File: src/rtl/rx_serial_7o1_if.sv
// Receiver-side signal bundle for the 7O1 serial receiver.
// The master drives the RX line and limpa. The slave (the receiver) drives the character outputs.
interface rx_serial_7o1_if;
  logic       entrada_serial;
  logic       limpa;
  logic [6:0] dados_ascii;
  logic       pronto;
  logic       tem_dado;
  logic       erro_paridade;
  logic       erro_stop;
  logic [3:0] db_estado;

  modport master (
    output entrada_serial,
    output limpa,
    input  dados_ascii,
    input  pronto,
    input  tem_dado,
    input  erro_paridade,
    input  erro_stop,
    input  db_estado
  );

  modport slave (
    input  entrada_serial,
    input  limpa,
    output dados_ascii,
    output pronto,
    output tem_dado,
    output erro_paridade,
    output erro_stop,
    output db_estado
  );
endinterface

File: src/rtl/rx_serial_7o1.sv
// UART receiver for 7O1 frames (start, 7 data bits LSB first, odd parity, stop).
// Delivers each character with a pronto pulse, a held tem_dado flag and parity/framing flags.
module rx_serial_7o1 #(
  parameter int unsigned CLKS_PER_BIT = 434,
  parameter int unsigned HALF_BIT     = 217
) (
  input  logic            clock,
  input  logic            reset,
  rx_serial_7o1_if.slave  bus
);

  localparam int unsigned TW = $clog2(CLKS_PER_BIT);
  localparam logic [TW-1:0] TimerOne  = TW'(1);
  localparam logic [TW-1:0] TimerLast = TW'(CLKS_PER_BIT - 1);
  localparam logic [TW-1:0] TimerHalf = TW'(HALF_BIT - 1);

  typedef enum logic [3:0] {
    StEsperaRepouso = 4'd0,
    StInicial       = 4'd1,
    StStart         = 4'd2,
    StDados         = 4'd3,
    StParidade      = 4'd4,
    StStop          = 4'd5,
    StFim           = 4'd6,
    StErro          = 4'd7
  } state_e;

  state_e        state_q, state_d;
  logic [TW-1:0] timer_q, timer_d;
  logic [2:0]    bit_cnt_q, bit_cnt_d;
  logic [6:0]    shift_q, shift_d;
  logic          parity_q, parity_d;
  logic [6:0]    dados_q, dados_d;
  logic          tem_dado_q, tem_dado_d;
  logic          erro_par_q, erro_par_d;
  logic          erro_stop_q, erro_stop_d;
  logic          rx_meta_q, rx_s_q;
  logic          bit_end;

  // Two-flop synchronizer; resets to the idle (high) line level.
  always_ff @(posedge clock or negedge reset) begin
    if (!reset) begin
      rx_meta_q <= 1'b1;
      rx_s_q    <= 1'b1;
    end else begin
      rx_meta_q <= bus.entrada_serial;
      rx_s_q    <= rx_meta_q;
    end
  end

  assign bit_end = (timer_q == TimerLast);

  always_comb begin
    state_d     = state_q;
    bit_cnt_d   = bit_cnt_q;
    shift_d     = shift_q;
    parity_d    = parity_q;
    dados_d     = dados_q;
    tem_dado_d  = tem_dado_q;
    erro_par_d  = erro_par_q;
    erro_stop_d = erro_stop_q;

    if (bus.limpa) begin
      tem_dado_d = 1'b0;
    end

    case (state_q)
      StEsperaRepouso: begin
        if (rx_s_q) state_d = StInicial;
      end
      StInicial: begin
        if (!rx_s_q) state_d = StStart;
      end
      StStart: begin
        if (timer_q == TimerHalf) begin
          bit_cnt_d = 3'd0;
          state_d   = rx_s_q ? StInicial : StDados;
        end
      end
      StDados: begin
        if (bit_end) begin
          shift_d   = {rx_s_q, shift_q[6:1]};
          bit_cnt_d = bit_cnt_q + 3'd1;
          if (bit_cnt_q == 3'd6) state_d = StParidade;
        end
      end
      StParidade: begin
        if (bit_end) begin
          parity_d = rx_s_q;
          state_d  = StStop;
        end
      end
      StStop: begin
        if (bit_end) state_d = rx_s_q ? StFim : StErro;
      end
      StFim: begin
        // Setting tem_dado here overrides a simultaneous limpa.
        dados_d     = shift_q;
        tem_dado_d  = 1'b1;
        erro_par_d  = ~(^{shift_q, parity_q});
        erro_stop_d = 1'b0;
        state_d     = StInicial;
      end
      StErro: begin
        erro_stop_d = 1'b1;
        state_d     = StEsperaRepouso;
      end
      default: begin
        state_d = StEsperaRepouso;
      end
    endcase

    timer_d = ((state_d != state_q) || bit_end) ? '0 : timer_q + TimerOne;
  end

  always_ff @(posedge clock or negedge reset) begin
    if (!reset) begin
      state_q     <= StEsperaRepouso;
      timer_q     <= '0;
      bit_cnt_q   <= 3'd0;
      shift_q     <= 7'd0;
      parity_q    <= 1'b0;
      dados_q     <= 7'd0;
      tem_dado_q  <= 1'b0;
      erro_par_q  <= 1'b0;
      erro_stop_q <= 1'b0;
    end else begin
      state_q     <= state_d;
      timer_q     <= timer_d;
      bit_cnt_q   <= bit_cnt_d;
      shift_q     <= shift_d;
      parity_q    <= parity_d;
      dados_q     <= dados_d;
      tem_dado_q  <= tem_dado_d;
      erro_par_q  <= erro_par_d;
      erro_stop_q <= erro_stop_d;
    end
  end

  assign bus.dados_ascii   = dados_q;
  assign bus.pronto        = (state_q == StFim);
  assign bus.tem_dado      = tem_dado_q;
  assign bus.erro_paridade = erro_par_q;
  assign bus.erro_stop     = erro_stop_q;
  assign bus.db_estado     = state_q;

endmodule

File: src/flat_wrapper.sv
// flat-port wrapper written by rule: the top's interface ports become plain ports
module rx_serial_7o1_flat 
#(
  parameter int unsigned CLKS_PER_BIT = 434,
  parameter int unsigned HALF_BIT     = 217
)
  (clock, reset, bus_entrada_serial, bus_limpa, bus_dados_ascii, bus_pronto, bus_tem_dado, bus_erro_paridade, bus_erro_stop, bus_db_estado);
  rx_serial_7o1_if bus_i ();
  input  logic clock;
  input  logic reset;
  input wire logic [$bits(bus_i.entrada_serial)-1:0] bus_entrada_serial;
  input wire logic [$bits(bus_i.limpa)-1:0] bus_limpa;
  output wire logic [$bits(bus_i.dados_ascii)-1:0] bus_dados_ascii;
  output wire logic [$bits(bus_i.pronto)-1:0] bus_pronto;
  output wire logic [$bits(bus_i.tem_dado)-1:0] bus_tem_dado;
  output wire logic [$bits(bus_i.erro_paridade)-1:0] bus_erro_paridade;
  output wire logic [$bits(bus_i.erro_stop)-1:0] bus_erro_stop;
  output wire logic [$bits(bus_i.db_estado)-1:0] bus_db_estado;
  assign bus_i.entrada_serial = bus_entrada_serial;
  assign bus_i.limpa = bus_limpa;
  assign bus_dados_ascii = bus_i.dados_ascii;
  assign bus_pronto = bus_i.pronto;
  assign bus_tem_dado = bus_i.tem_dado;
  assign bus_erro_paridade = bus_i.erro_paridade;
  assign bus_erro_stop = bus_i.erro_stop;
  assign bus_db_estado = bus_i.db_estado;
  rx_serial_7o1 #(.CLKS_PER_BIT(CLKS_PER_BIT), .HALF_BIT(HALF_BIT)) u_core (.clock(clock), .reset(reset), .bus(bus_i));
endmodule
File: config.mk
export PLATFORM = sky130hd
export DESIGN_NAME = rx_serial_7o1_flat
export DESIGN_NICKNAME = d
export VERILOG_FILES = /design/src/rtl/rx_serial_7o1_if.sv /design/src/rtl/rx_serial_7o1.sv /design/src/flat_wrapper.sv
export SDC_FILE = /design/constraint.sdc
export NUM_CORES = 1
export LEC_CHECK = 0
export ABC_CLOCK_PERIOD_IN_PS = 2450
export BUFFER_PORTS_ARGS = -buffer_cell sky130_fd_sc_hd__buf_4
export CAP_MARGIN = 15
export CORE_UTILIZATION = 50
export DETAILED_ROUTE_END_ITERATION = 16
export PLACE_DENSITY = 0.7
export SYNTH_ARGS = -nofsm -noshare
export SYNTH_HDL_FRONTEND = slang
export SYNTH_SLANG_ARGS = --single-unit
File: constraint.sdc
create_clock -name clock -period 2.45 [get_ports clock]
set_input_delay 0.1225 -clock clock [delete_from_list [all_inputs] [get_ports clock]]
set_output_delay 0.1225 -clock clock [all_outputs]
set_load 0.01 [all_outputs]
Word level (Yosys, flattened, before mapping)
Index checks and enable logic that the tools add are counted.
Storage, ports and cells
  register bits: 36
  input bits: 4
Operators by class
  add/sub/neg operators: 2
  equality and inequality tests: 13
  mux-type cells: 17
  bitwise gates (word level): 1
  reductions and logical operators: 9
Operators by type and width (number)
  two-way mux 4 bit: 7
  one-hot mux 4 bit (7 select lines): 1
  equality test 4 x 3 -> 1 bit (second input constant): 4
  adder 9 x 1 -> 9 bit (second input constant): 1
  equality test 9 x 8 -> 1 bit (second input constant): 1
  equality test 9 bit (second input constant): 1
  two-way mux 9 bit: 1
  equality test 4 x 2 -> 1 bit (second input constant): 2
  XOR reduction 8 bit: 1
  two-way mux 3 bit: 2
  one-hot mux 3 bit (2 select lines): 1
  nonzero test 2 bit: 3
  equality test 4 x 1 -> 1 bit (second input constant): 1
  logical NOT 4 bit: 1
  != test 2 x 1 -> 1 bit (second input constant): 2
  != test 4 bit: 1
  AND reduction 2 bit: 2
  adder 3 x 1 -> 3 bit (second input constant): 1
  equality test 3 bit (second input constant): 1
  two-way mux 1 bit: 3
  AND reduction 3 bit: 1
  two-way mux 2 bit: 1
  one-hot mux 1 bit (2 select lines): 1
  logical OR 1 bit: 1
  NOT 1 bit: 1

Logic depth before layout (Yosys ltp)
Gate-level depths: netlist of the first run.
  depth after elaboration: 7
  mapped depth: 7

Least setup slack after synthesis of the first run
No wires, ideal clock.
  path kind: reg2reg
  from: register u_core.timer_q[0]
  to: register u_core.bit_cnt_q[0]
  arrival time: 1.811 ns
  data required time: 2.376 ns
  path slack: 0.565 ns
  cell stages (with the launch flop): 8
  path through: dfrtp_1 inv_1 ha_1 or4b_1 or3_1 clkbuf_2 a21bo_1 o21ai_2
On the way
  cells in the longest elaborated chain, start to end: 3
  elaborated cells between the ends (all ways): 5
Ends and longest elaborated chain
  start, declared: line rx_serial_7o1.sv:29  | logic [TW-1:0] timer_q, timer_d;
  start signal, assigned: line rx_serial_7o1.sv:129  | timer_q <= timer_d;
  equality test 9 bit / equality test 9 x 8 -> 1 bit (equally long branches): line rx_serial_7o1.sv:51, rx_serial_7o1.sv:75
  != test 2 x 1 -> 1 bit (no line)
  AND reduction 3 bit (no line) (*)
  end signal, assigned: line rx_serial_7o1.sv:130  | bit_cnt_q <= bit_cnt_d;
  end, declared: line rx_serial_7o1.sv:30  | logic [2:0] bit_cnt_q, bit_cnt_d;
Mark *: on every way between the ends. The rest lies on a longest branch, timed or not.
A chain may end at the register's enable or synchronous reset.

Final worst setup path of the first run
  from: register u_core.timer_q[1]
  to: register u_core.shift_q[0]
On the way
  cells in the longest elaborated chain, start to end: 2
Ends and longest elaborated chain
  equality test 9 bit: line rx_serial_7o1.sv:51  | assign bit_end = (timer_q == TimerLast);
  AND reduction 2 bit (no line)
  end signal, assigned: line rx_serial_7o1.sv:131  | shift_q <= shift_d;
  end, declared: line rx_serial_7o1.sv:31  | logic [6:0] shift_q, shift_d;
Every way passes these cells.

==> flow_summary.json, run 1 <==
{
  "drive_above_1_share": 0.2907,
  "p_sw_uw": 239.3,
  "drt_first_pass_iters": 4,
  "seqPwrFrac": 0.611,
  "cpPeakStageDelay_ps": 470,
  "irDropWorstVdd_mv": 0.3342,
  "setup_viol": 0,
  "synth_common_cells": "34 x dfrtp_1, 16 x mux2_2, 13 x xnor2_1",
  "ys_seq_area_frac": 0.5187,
  "wirelength_mm": 2.986,
  "coreArea_um2": 3337,
  "synth_nets": 157,
  "max_freq_ghz": 0.4875,
  "cp-end-kind": "flip-flop",
  "drc": 0,
  "die_h_um": 61.02,
  "async_flop_share": 1.000,
  "start_util": 0.5219,
  "dpl.hpwl_mm": 2.129,
  "cts_tree": "yes",
  "ant_nets": 0,
  "synth_enable_flop_cells": 0,
  "place.gp.congestion": 0.8213,
  "hold_viol_final": 0,
  "cp-startpoint": "u_core.timer_q[1]",
  "cp_top_family": "simple AND/OR/NAND/NOR gates",
  "crit_chain": "inv_1 -> ha_1 -> nor4bb_1 -> nand3_1 -> mux2_2",
  "grt_pass1_vias": 1117,
  "hp-start": "bus_limpa",
  "synth_top_area_share": 0.4885,
  "area_growth_pct": 14.44,
  "crit_buf_inv": 1,
  "syn_inst": 148,
  "syn_area_per_cell_um2": 11.77,
  "wire_per_inst_um": 13.70,
  "placed_cell_area_um2": 1911,
  "worst_path_max_delay_cell": "nand3_1",
  "vias": 1204,
  "cp_data_required_time_ps": 2680,
  "cellPowerDensity_nw_per_um2": 505.5,
  "ios": 19,
  "cts.repair.resized": 0,
  "postLayoutCellArea_um2": 1993,
  "fill_cells": 288,
  "dieWidth_um": 61.02,
  "viasPerCell": 5.523,
  "grt_pass1_wl_mm": 4.940,
  "synth_most_common_cell": "dfrtp_1",
  "rsz0062_at_grt": "false",
  "yosys_most_used_dff": "dfrtp_1",
  "grt_antenna_before_repair": 0,
  "clock_latency_ps": 330,
  "rows": 21,
  "timing.hold.ws_ps": 62.96,
  "p_leak_nw": 0.9066,
  "cp.arrival_ps": 2280,
  "cts_buffers": 5,
  "yosys.area.top_type": "dfrtp_1",
  "p_int_uw": 768.3,
  "crit_fanout": 10,
  "critPathKind": "reg -> reg",
  "final.setup.tns_ps": 0,
  "antenna_cells": 0,
  "pwr-share-comb": 0.059,
  "overflow": 0,
  "grt_start_max_net_pins": 37,
  "htreeDepth": 2,
  "start_kind": "flip-flop",
  "clk_path_buf_depth": 2,
  "cts_setup_buffers": 0,
  "rrSetupSlack_ps": 400,
  "portBuffers": 18,
  "dieArea_um2": 3723,
  "synth_cell_type_count": 39,
  "cts_root_buffer": "clkbuf_4",
  "outcome": "complete, no violations",
  "cts.sinks": 36,
  "max_slew.worst_pin.slew_ps": 507.2,
  "swShare": 0.2375,
  "num-nets-final": 180,
  "ys_ff_latch": 36,
  "period_needed_ps": 2051,
  "holdCritPathClass": "in -> reg",
  "synth_warnings": 0,
  "max_cap_violations": 0,
  "reg2reg_from": "u_core.timer_q[1]",
  "drtIter0Drc": 88,
  "pwr-share-clk": 0.330,
  "slew_headroom": 0.6619,
  "skew_ps": 3.615,
  "synth_area_um2": 1742,
  "grt_use_total": 0.1868,
  "yosys-top-cells-area": "dfrtp_1 49%, mux2_2 10%, xnor2_1 6.5%, ha_1 3.6%, nor3_1 3.2%",
  "clkTransAtPathRegs_ps": 100,
  "finalCritPeriodShare": 0.8372,
  "slew_viol_final": 0
}
## registers in the layout, summed over array words and instances, names as in the netlist, 3 cells and up
signal                  flops
u_core.bit_cnt_q            3
u_core.timer_q              9
u_core.shift_q              7
u_core.bus.dados_ascii      7
u_core.bus.db_estado        4
## layout by cell type (no fill, tap or decap), types with 3 or more instances in the layout
cell	synthesis	final
nor2_1	5	5
nor3_1	11	11
o21ai_0	4	4
clkbuf_4	0	5
dfrtp_1	34	34
or3_1	3	3
nand3_1	5	5
buf_4	0	18
inv_1	5	5
xnor2_1	13	13
ha_1	5	5
mux2_2	16	16
nand2_1	10	10
## cell families (layout without fill, tap and decap cells)
family | count (synthesis) | in the layout | share of synthesized area
adder cells (fa/ha/maj) | 5 | 5 | 0.03592
flip-flops | 36 | 36 | 0.5187
AO/OA/AOI/OAI | 16 | 16 | 0.07112
buffers and inverters | 9 | 33 | 0.02442
multiplexers | 16 | 16 | 0.1034
AND/OR/NAND/NOR | 50 | 50 | 0.1688
other | 1 | 1 | 0.002153
XOR/XNOR | 15 | 15 | 0.07543
## power by group through the flow
stage,logic (mW),registers [mW],clock network (mW)
6_report,0.0596,0.616,0.333
5_1_grt,0.0694,0.618,0.372
4_1_cts,0.0611,0.616,0.341
3_5_place_dp,0.0585,0.627,0
3_3_place_gp,0.0556,0.626,0
2_1_floorplan,0.0336,0.624,0
## path summary, 6_finish.rpt
path / endpoint / depth (start not counted)
worst max register to register: u_core.shift_q[0] / 5
max in group asynchronous: u_core.rx_meta_q / 2
min in group asynchronous: u_core.bus.erro_stop / 2
worst min register to register: u_core.rx_s_q / 0
worst min-delay path: u_core.bus.tem_dado / 3
worst max-delay path: u_core.shift_q[0] / 5
## routing by layer
| metal | global-route usage | wire [µm] | up-vias |
|---|---|---|---|
| met1 | 0.2401 | 1368 | 588 |
| li1 | - | - | 573 |
| met4 | 0.1071 | 63 | 0 |
| met5 | 0 | 0 | - |
| met2 | 0.2873 | 1427 | 35 |
| met3 | 0.04832 | 126 | 8 |
## layout make-up
class | instances | area [µm²] | share of cell area
clock buffer | 7 | 55.05 | 0.02762
clock inverter | 1 | 7.507 | 0.003766
multi-input combinational | 103 | 795.8 | 0.3992
timing repair buffer | 20 | 155.1 | 0.07784
inverter | 5 | 18.77 | 0.009416
sequential | 36 | 903.4 | 0.4532
tap | 46 | 57.56 | 0.02888
## worst min-delay path, delay by kind of cell
| family | cells | cell delay (ps) |
|---|---|---|
| AOI/OAI and AO/OA | 1 | 90 |
| buffers and inverters | 2 | 150 |
## metrics by stage
step / setup WS (ps) / cells / power (mW) / utilization
2_1_floorplan: 565.1 / 148 / 0.6575 / -
3_3_place_gp: 492.9 / 208 / 0.6816 / 0.5726
3_5_place_dp: 421.4 / 208 / 0.6859 / 0.5726
4_1_cts: 397.5 / 218 / 1.018 / 0.5973
5_1_grt: 263.3 / 218 / 1.059 / 0.5973
6_report: 398.8 / 218 / 1.008 / 0.5973
## repair_timing
| item | in CTS | in global routing |
|---|---|---|
| hold buffers | 2 | 0 |
| endpoints found under the hold margin | 35 | 0 |
| endpoints found under the setup margin | 0 | 0 |
No activity file was read; power rests on OpenSTA's default activity.
==> inputs of run 2 (changes only) <==
--- a/config.mk
+++ b/config.mk
@@ -5,12 +5,13 @@
 export SDC_FILE = /design/constraint.sdc
 export NUM_CORES = 1
 export LEC_CHECK = 0
-export ABC_CLOCK_PERIOD_IN_PS = 2450
+export ABC_AREA = 1
+export ABC_CLOCK_PERIOD_IN_PS = 1900
 export BUFFER_PORTS_ARGS = -buffer_cell sky130_fd_sc_hd__buf_4
 export CAP_MARGIN = 15
 export CORE_UTILIZATION = 50
 export DETAILED_ROUTE_END_ITERATION = 16
-export PLACE_DENSITY = 0.7
+export PLACE_DENSITY = 0.69
 export SYNTH_ARGS = -nofsm -noshare
 export SYNTH_HDL_FRONTEND = slang
 export SYNTH_SLANG_ARGS = --single-unit
==> constraint.sdc (replaced) <==
create_clock -name clock -period 1.9 [get_ports clock]
set_input_delay 0.095 -clock clock [delete_from_list [all_inputs] [get_ports clock]]
set_output_delay 0.095 -clock clock [all_outputs]
set_load 0.01 [all_outputs]
==> run 2 against run 1 <==
Worst hold slack worse by 49 ps. Highest routed layer unchanged. Critical path type unchanged. Utilization up 5.5 points. Sequential share of layout area down 5.3 points. Non-clock buffer count up 3.
==> flow_summary.json, run 2 <==
{
  "outcome": "complete, no violations",
  "rrSetupSlack_ps": 130,
  "drt_first_pass_iters": 4,
  "die_h_um": 63.21,
  "async_flop_share": 1.000,
  "wl_met2_mm": 1.877,
  "cp.arrival_ps": 1940,
  "grt_pass1_vias": 1392,
  "fin_cells": 284,
  "placed_cell_area_um2": 2064,
  "wirelength_mm": 3.691,
  "largest_register": "u_core.timer_q",
  "synth_enable_flop_cells": 0,
  "htreeDepth": 2,
  "grt_pass1_wl_mm": 6.106,
  "drtIter0Drc": 55,
  "synth_warnings": 0,
  "hold_viol_final": 0,
  "drc": 0,
  "wl_met3_um": 105,
  "cts_root_buffer": "clkbuf_8",
  "reg2reg_from": "u_core.timer_q[1]",
  "wire_per_inst_um": 13.00,
  "synth_common_cells": "43 x nand2_1, 34 x dfrtp_1, 24 x inv_1",
  "p_leak_nw": 1.030,
  "crit_fanout": 5,
  "antenna_cells": 0,
  "synth_most_common_cell": "nand2_1",
  "ant_nets": 0,
  "cellPowerDensity_nw_per_um2": 651.8,
  "cts.sinks": 36,
  "place_ws_ps": 124.2,
  "critPathKind": "reg -> reg",
  "cp-end-kind": "flip-flop",
  "ios": 19,
  "num-nets-final": 246,
  "total_power_mw": 1.474,
  "timing.hold.ws_ps": 13.55,
  "clock_latency_ps": 290,
  "grt_start_max_net_pins": 37,
  "syn_inst": 208,
  "yosys-top-cells-area": "dfrtp_1 45%, nand2_1 8.6%, o21ai_0 5.1%, nor3_2 4.8%, inv_1 4.8%",
  "slew_viol_final": 0,
  "r2r-end": "u_core.timer_q[3]",
  "crit_end": "u_core.timer_q[3]",
  "irDropWorstVdd_mv": 0.3967,
  "cts_tree": "yes",
  "syn_area_per_cell_um2": 9.005,
  "max_cap_violations": 0,
  "coreArea_um2": 3468,
  "yosys_most_used_dff": "dfrtp_1",
  "wl_met1_mm": 1.661,
  "cts_buffers": 5,
  "synth_area_um2": 1873,
  "cp-startpoint": "u_core.timer_q[1]",
  "finalCritPeriodShare": 0.9329,
  "vias": 1434,
  "ff2ff_path_depth": 11,
  "place.gp.congestion": 0.8431,
  "final.setup.tns_ps": 0,
  "worst_slack_ps": 127.6,
  "overflow": 0,
  "grt_antenna_before_repair": 0,
  "ys_seq_area_frac": 0.4823,
  "start_util": 0.5400,
  "clk_path_buf_depth": 2,
  "fin_util": 0.6519,
  "cp_data_required_time_ps": 2070,
  "postLayoutCellArea_um2": 2261,
  "grt_use_total": 0.1944,
  "setup_viol": 0,
  "final_common_cell": "nand2_1",
  "skew_ps": 7.148,
  "drive_above_1_share": 0.3235,
  "synth_cell_type_count": 32,
  "yosys.area.top_type": "dfrtp_1",
  "dieWidth_um": 63.21,
  "largest_reg_flops": 9,
  "area_growth_pct": 20.71,
  "period_needed_ps": 1772,
  "portBuffers": 18,
  "rows": 21,
  "clkTransAtPathRegs_ps": 70,
  "synth_top_area_share": 0.4542,
  "dpl.cell_count": 271,
  "holdCritPathClass": "in -> reg",
  "viasPerCell": 5.049,
  "start_kind": "flip-flop",
  "dieArea_um2": 3995,
  "layout_common_cells": "43 x nand2_1, 33 x dfrtp_1, 22 x inv_1",
  "dpl.hpwl_mm": 2.408,
  "top_layer": "met4",
  "max_freq_ghz": 0.5642,
  "synth_nets": 217,
  "ys_ff_latch": 36
}
## run 2: changes by cell type in the layout (fill, tap and decap cells not counted), sizes merged, moves of 4 or more
cell	delta
o21ai	+14
nand3	+6
mux2	-15
clkinv	+4
xnor2	-5
nor2	+12
inv	+25
nand2	+42
## run 2: how the worst min path moves through the flow
stage,from,endpoint,slack [ps],depth (start not counted)
6_report,bus_limpa,u_core.bus.tem_dado,10,2
5_1_grt,bus_limpa,u_core.bus.tem_dado,10,2
4_1_cts,bus_limpa,u_core.bus.tem_dado,20,2
3_5_place_dp,reset,u_core.bus.erro_paridade,80,1
3_3_place_gp,reset,u_core.bus.erro_paridade,70,1
2_1_floorplan,reset,u_core.bit_cnt_q[0],-200,0
## run 2: kinds of logic after synthesis
| family | synth area share |
|---|---|
| AO/OA/AOI/OAI | 0.06613 |
| XOR/XNOR | 0.06079 |
| adder cells (fa/ha/maj) | 0.03340 |
| buffers and inverters | 0.06746 |
| flip-flops | 0.4823 |
| multiplexers | 0.006012 |
| other | 0.002002 |
| AND/OR/NAND/NOR | 0.2819 |
## run 2: final cells by class
cell class | count | area, µm²
Fill cell | 300 | 1207
Multi-Input combinational cell | 140 | 915.9
Sequential cell | 36 | 904.6
Timing Repair Buffer | 23 | 177.7
Inverter | 31 | 117.6
Clock buffer | 5 | 68.82
Tap cell | 46 | 57.56
Clock inverter | 3 | 18.77
## run 2: worst max-delay path, cell delays in order (launching register included)
cell and delay, ps:
dfrtp_1 420, inv_2 80, ha_1 140, nand2_1 80
nor2_4 160, nand3_2 110, nand2_2 100, inv_1 40
nor2_1 130, nand3_2 150, nand3_4 170, nor3_2 60
## run 2: per-layer routing
layer	vias up	track usage
met5	-	0
met4	0	0.07386
met3	6	0.03261
met2	25	0.3145
met1	687	0.2609
li1	716	-
## run 2: what timing repair did
action | CTS | global route
setup buffers | 0 | 2
resized for setup | 0 | 15
setup endpoints to repair | 0 | 9
endpoints found under the hold margin | 35 | 0
hold buffers | 2 | 0
## run 2: power breakdown
| group | total [mW] | switching (mW) | internal [mW] |
|---|---|---|---|
| Combinational | 0.142 | 0.0944 | 0.0478 |
| Sequential | 0.798 | 0.0179 | 0.780 |
| Clock | 0.534 | 0.278 | 0.255 |
| Total | 1.47 | 0.391 | 1.08 |
==> inputs of run 3 (changes only) <==
--- a/config.mk
+++ b/config.mk
@@ -12,6 +12,7 @@
 export CORE_UTILIZATION = 50
 export DETAILED_ROUTE_END_ITERATION = 16
 export PLACE_DENSITY = 0.69
+export SETUP_SLACK_MARGIN = 0.5
 export SYNTH_ARGS = -nofsm -noshare
 export SYNTH_HDL_FRONTEND = slang
 export SYNTH_SLANG_ARGS = --single-unit
==> constraint.sdc (replaced) <==
create_clock -name clock -period 1.9 [get_ports clock]
set_input_delay 0.095 -clock clock [delete_from_list [all_inputs] [get_ports clock]]
set_output_delay 0.095 -clock clock [all_outputs]
set_load 0.1 [all_outputs]
==> run 3 against run 2 <==
Final area is 11% higher. Cell count is 4.9% higher. Sequential share of layout area is 3.5 points lower. Global-route usage is 3.6 points higher. Clock power is 4.5% higher. Non-clock buffer count is 13 higher. Routed wire length is 14% higher. First-iteration DRC count is 67% higher. Utilization is 7.4 points higher. Die area stayed put. Critical path depth stayed put. Largest cell class unchanged. Highest routed layer unchanged.
==> flow_summary.json, run 3 (synthesized netlist as in run 2, its figures left out) <==
{
  "outcome": "complete, no violations",
  "max_cap_violations": 0,
  "skew_ps": 3.551,
  "rows": 21,
  "ios": 19,
  "grt_pass1_vias": 1623,
  "path_common_cell": "nand2_2",
  "start_kind": "flip-flop",
  "dpl.hpwl_mm": 2.607,
  "drc": 0,
  "reg2reg_from": "u_core.timer_q[1]",
  "place_ws_ps": 64.45,
  "cpPeakStageDelay_ps": 400,
  "worst_slack_ps": 196.0,
  "num-nets-final": 260,
  "layout_common_cells": "37 x nand2_1, 31 x buf_4, 29 x dfrtp_1",
  "start_util": 0.5400,
  "rrSetupSlack_ps": 200,
  "wl_met1_mm": 1.754,
  "critical_path_depth": 11,
  "dieArea_um2": 3995,
  "grt_start_max_net_pins": 37,
  "wire_per_inst_um": 14.11,
  "dieWidth_um": 63.21,
  "crit_fanout": 4,
  "cp.arrival_ps": 1910,
  "clock_latency_ps": 290,
  "cts_tree": "yes",
  "final.setup.tns_ps": 0,
  "placed_cell_area_um2": 2107,
  "antenna_cells": 0,
  "grt_antenna_before_repair": 0,
  "cts_buffers": 5,
  "final_common_cell": "nand2_1",
  "p_leak_nw": 1.110,
  "drive_above_1_share": 0.4246,
  "grt_use_total": 0.2301,
  "crit_end": "u_core.timer_q[0]",
  "fin_cells": 298,
  "overflow": 0,
  "cts_root_buffer": "clkbuf_8",
  "period_needed_ps": 1704,
  "top_layer": "met4",
  "wl_met3_um": 198,
  "portBuffers": 18,
  "holdCritPathClass": "in -> async",
  "drtIter0Drc": 92,
  "finalCritPeriodShare": 0.8968,
  "wirelength_mm": 4.205,
  "cp_data_required_time_ps": 2110,
  "dpl.cell_count": 271,
  "clkTransAtPathRegs_ps": 70,
  "viasPerCell": 5.181,
  "setup_viol": 0,
  "cellPowerDensity_nw_per_um2": 626.3,
  "cp_top_family": "simple AND/OR/NAND/NOR gates",
  "place.gp.congestion": 0.8287,
  "area_growth_pct": 34.40,
  "crit_buf_inv": 2,
  "largest_reg_flops": 9,
  "htreeDepth": 2,
  "coreArea_um2": 3468,
  "ant_nets": 0,
  "largest_register": "u_core.timer_q",
  "critPathKind": "reg -> reg",
  "cp-startpoint": "u_core.timer_q[1]",
  "grt_pass1_wl_mm": 6.982,
  "r2r-end": "u_core.timer_q[0]",
  "slew_viol_final": 0,
  "drt_first_pass_iters": 4,
  "vias": 1544,
  "ff2ff_path_depth": 11,
  "cts.sinks": 36,
  "crit_chain": "inv_2 -> ha_4 -> nand2_2 -> nor2_4 -> buf_4 -> nand3_1 -> nand2_2 -> nor2_2 -> nand3_2 -> nand3_4 -> nor3_2",
  "hold_viol_final": 0,
  "cp-end-kind": "flip-flop",
  "clk_path_buf_depth": 2,
  "die_h_um": 63.21,
  "worst_path_max_delay_cell": "dfrtp_1",
  "irDropWorstVdd_mv": 0.3727,
  "wl_met2_mm": 2.127,
  "postLayoutCellArea_um2": 2517,
  "max_freq_ghz": 0.5869,
  "rsz0062_at_grt": "true"
}
[run 3: cell count changes in the layout (fill, tap and decap cells not counted), moves of 3 or more]
cell / before / now
nor3_2: 5 / 8
o21ai_1: 1 / 8
buf_4: 21 / 31
inv_1: 22 / 19
nor2_4: 4 / 9
o21ai_0: 19 / 12
dfrtp_1: 33 / 29
nand2_1: 43 / 37
dfrtp_4: 0 / 4
nand2_4: 3 / 9
nor3_4: 4 / 1
clkinv_2: 3 / 0
nor2_1: 7 / 4
[run 3: cell type report]
cell class	count	area (µm²)
multi-input cells	141	1012
inverters	31	131.4
clock buffers	7	86.33
fillers	263	950.9
repair buffers	36	302.8
well taps	46	57.56
clock inverters	1	7.507
flip-flops and latches	36	919.6
[run 3: worst min path at each step]
| stage | from | cells after the start | endpoint |
|---|---|---|---|
| 2_1_floorplan | reset | 0 | u_core.bit_cnt_q[0] |
| 3_3_place_gp | reset | 1 | u_core.bus.erro_paridade |
| 3_5_place_dp | reset | 1 | u_core.bus.dados_ascii[0] |
| 4_1_cts | reset | 2 | u_core.bus.dados_ascii[0] |
| 5_1_grt | reset | 2 | u_core.bus.dados_ascii[0] |
| 6_report | reset | 2 | u_core.bus.dados_ascii[0] |
[run 3: power breakdown]
group	internal, mW	switching (mW)
clock	0.294	0.263
combinational	0.0730	0.145
sequential	0.783	0.0178
total	1.15	0.426
[run 3: metal layers]
layer,vias up,GRT usage
met3,13,0.03804
met2,39,0.3898
met1,751,0.2732
met4,0,0.1364
li1,741,-
met5,-,0
[run 3: what timing repair did]
item                                    CTS  global route
setup buffers                            10             4
hold endpoints to repair                 36             0
pin swaps                                21             6
resized for setup                        27            13
hold buffers                              3             0
endpoints found under the setup margin   23            23
gates cloned                              2             0
[run 3: metrics by stage]
step	hold WS (ps)	util	total power, mW
global placement	67.71	0.6075	0.9557
finish	290.8	0.7258	1.577
CTS	301.3	0.7031	1.573
floorplan	-200.6	-	0.9152
global route	339.3	0.7258	1.636
detailed placement	74.78	0.6075	0.9613
[run 3: worst reg2reg max path, delay by kind of cell, from the launching register on]
family                     cells  cell delay (ps)
and+or+nand+nor                8              860
buffers and inverters          2              230
adders and majority gates      1              130
DFF                            1              400
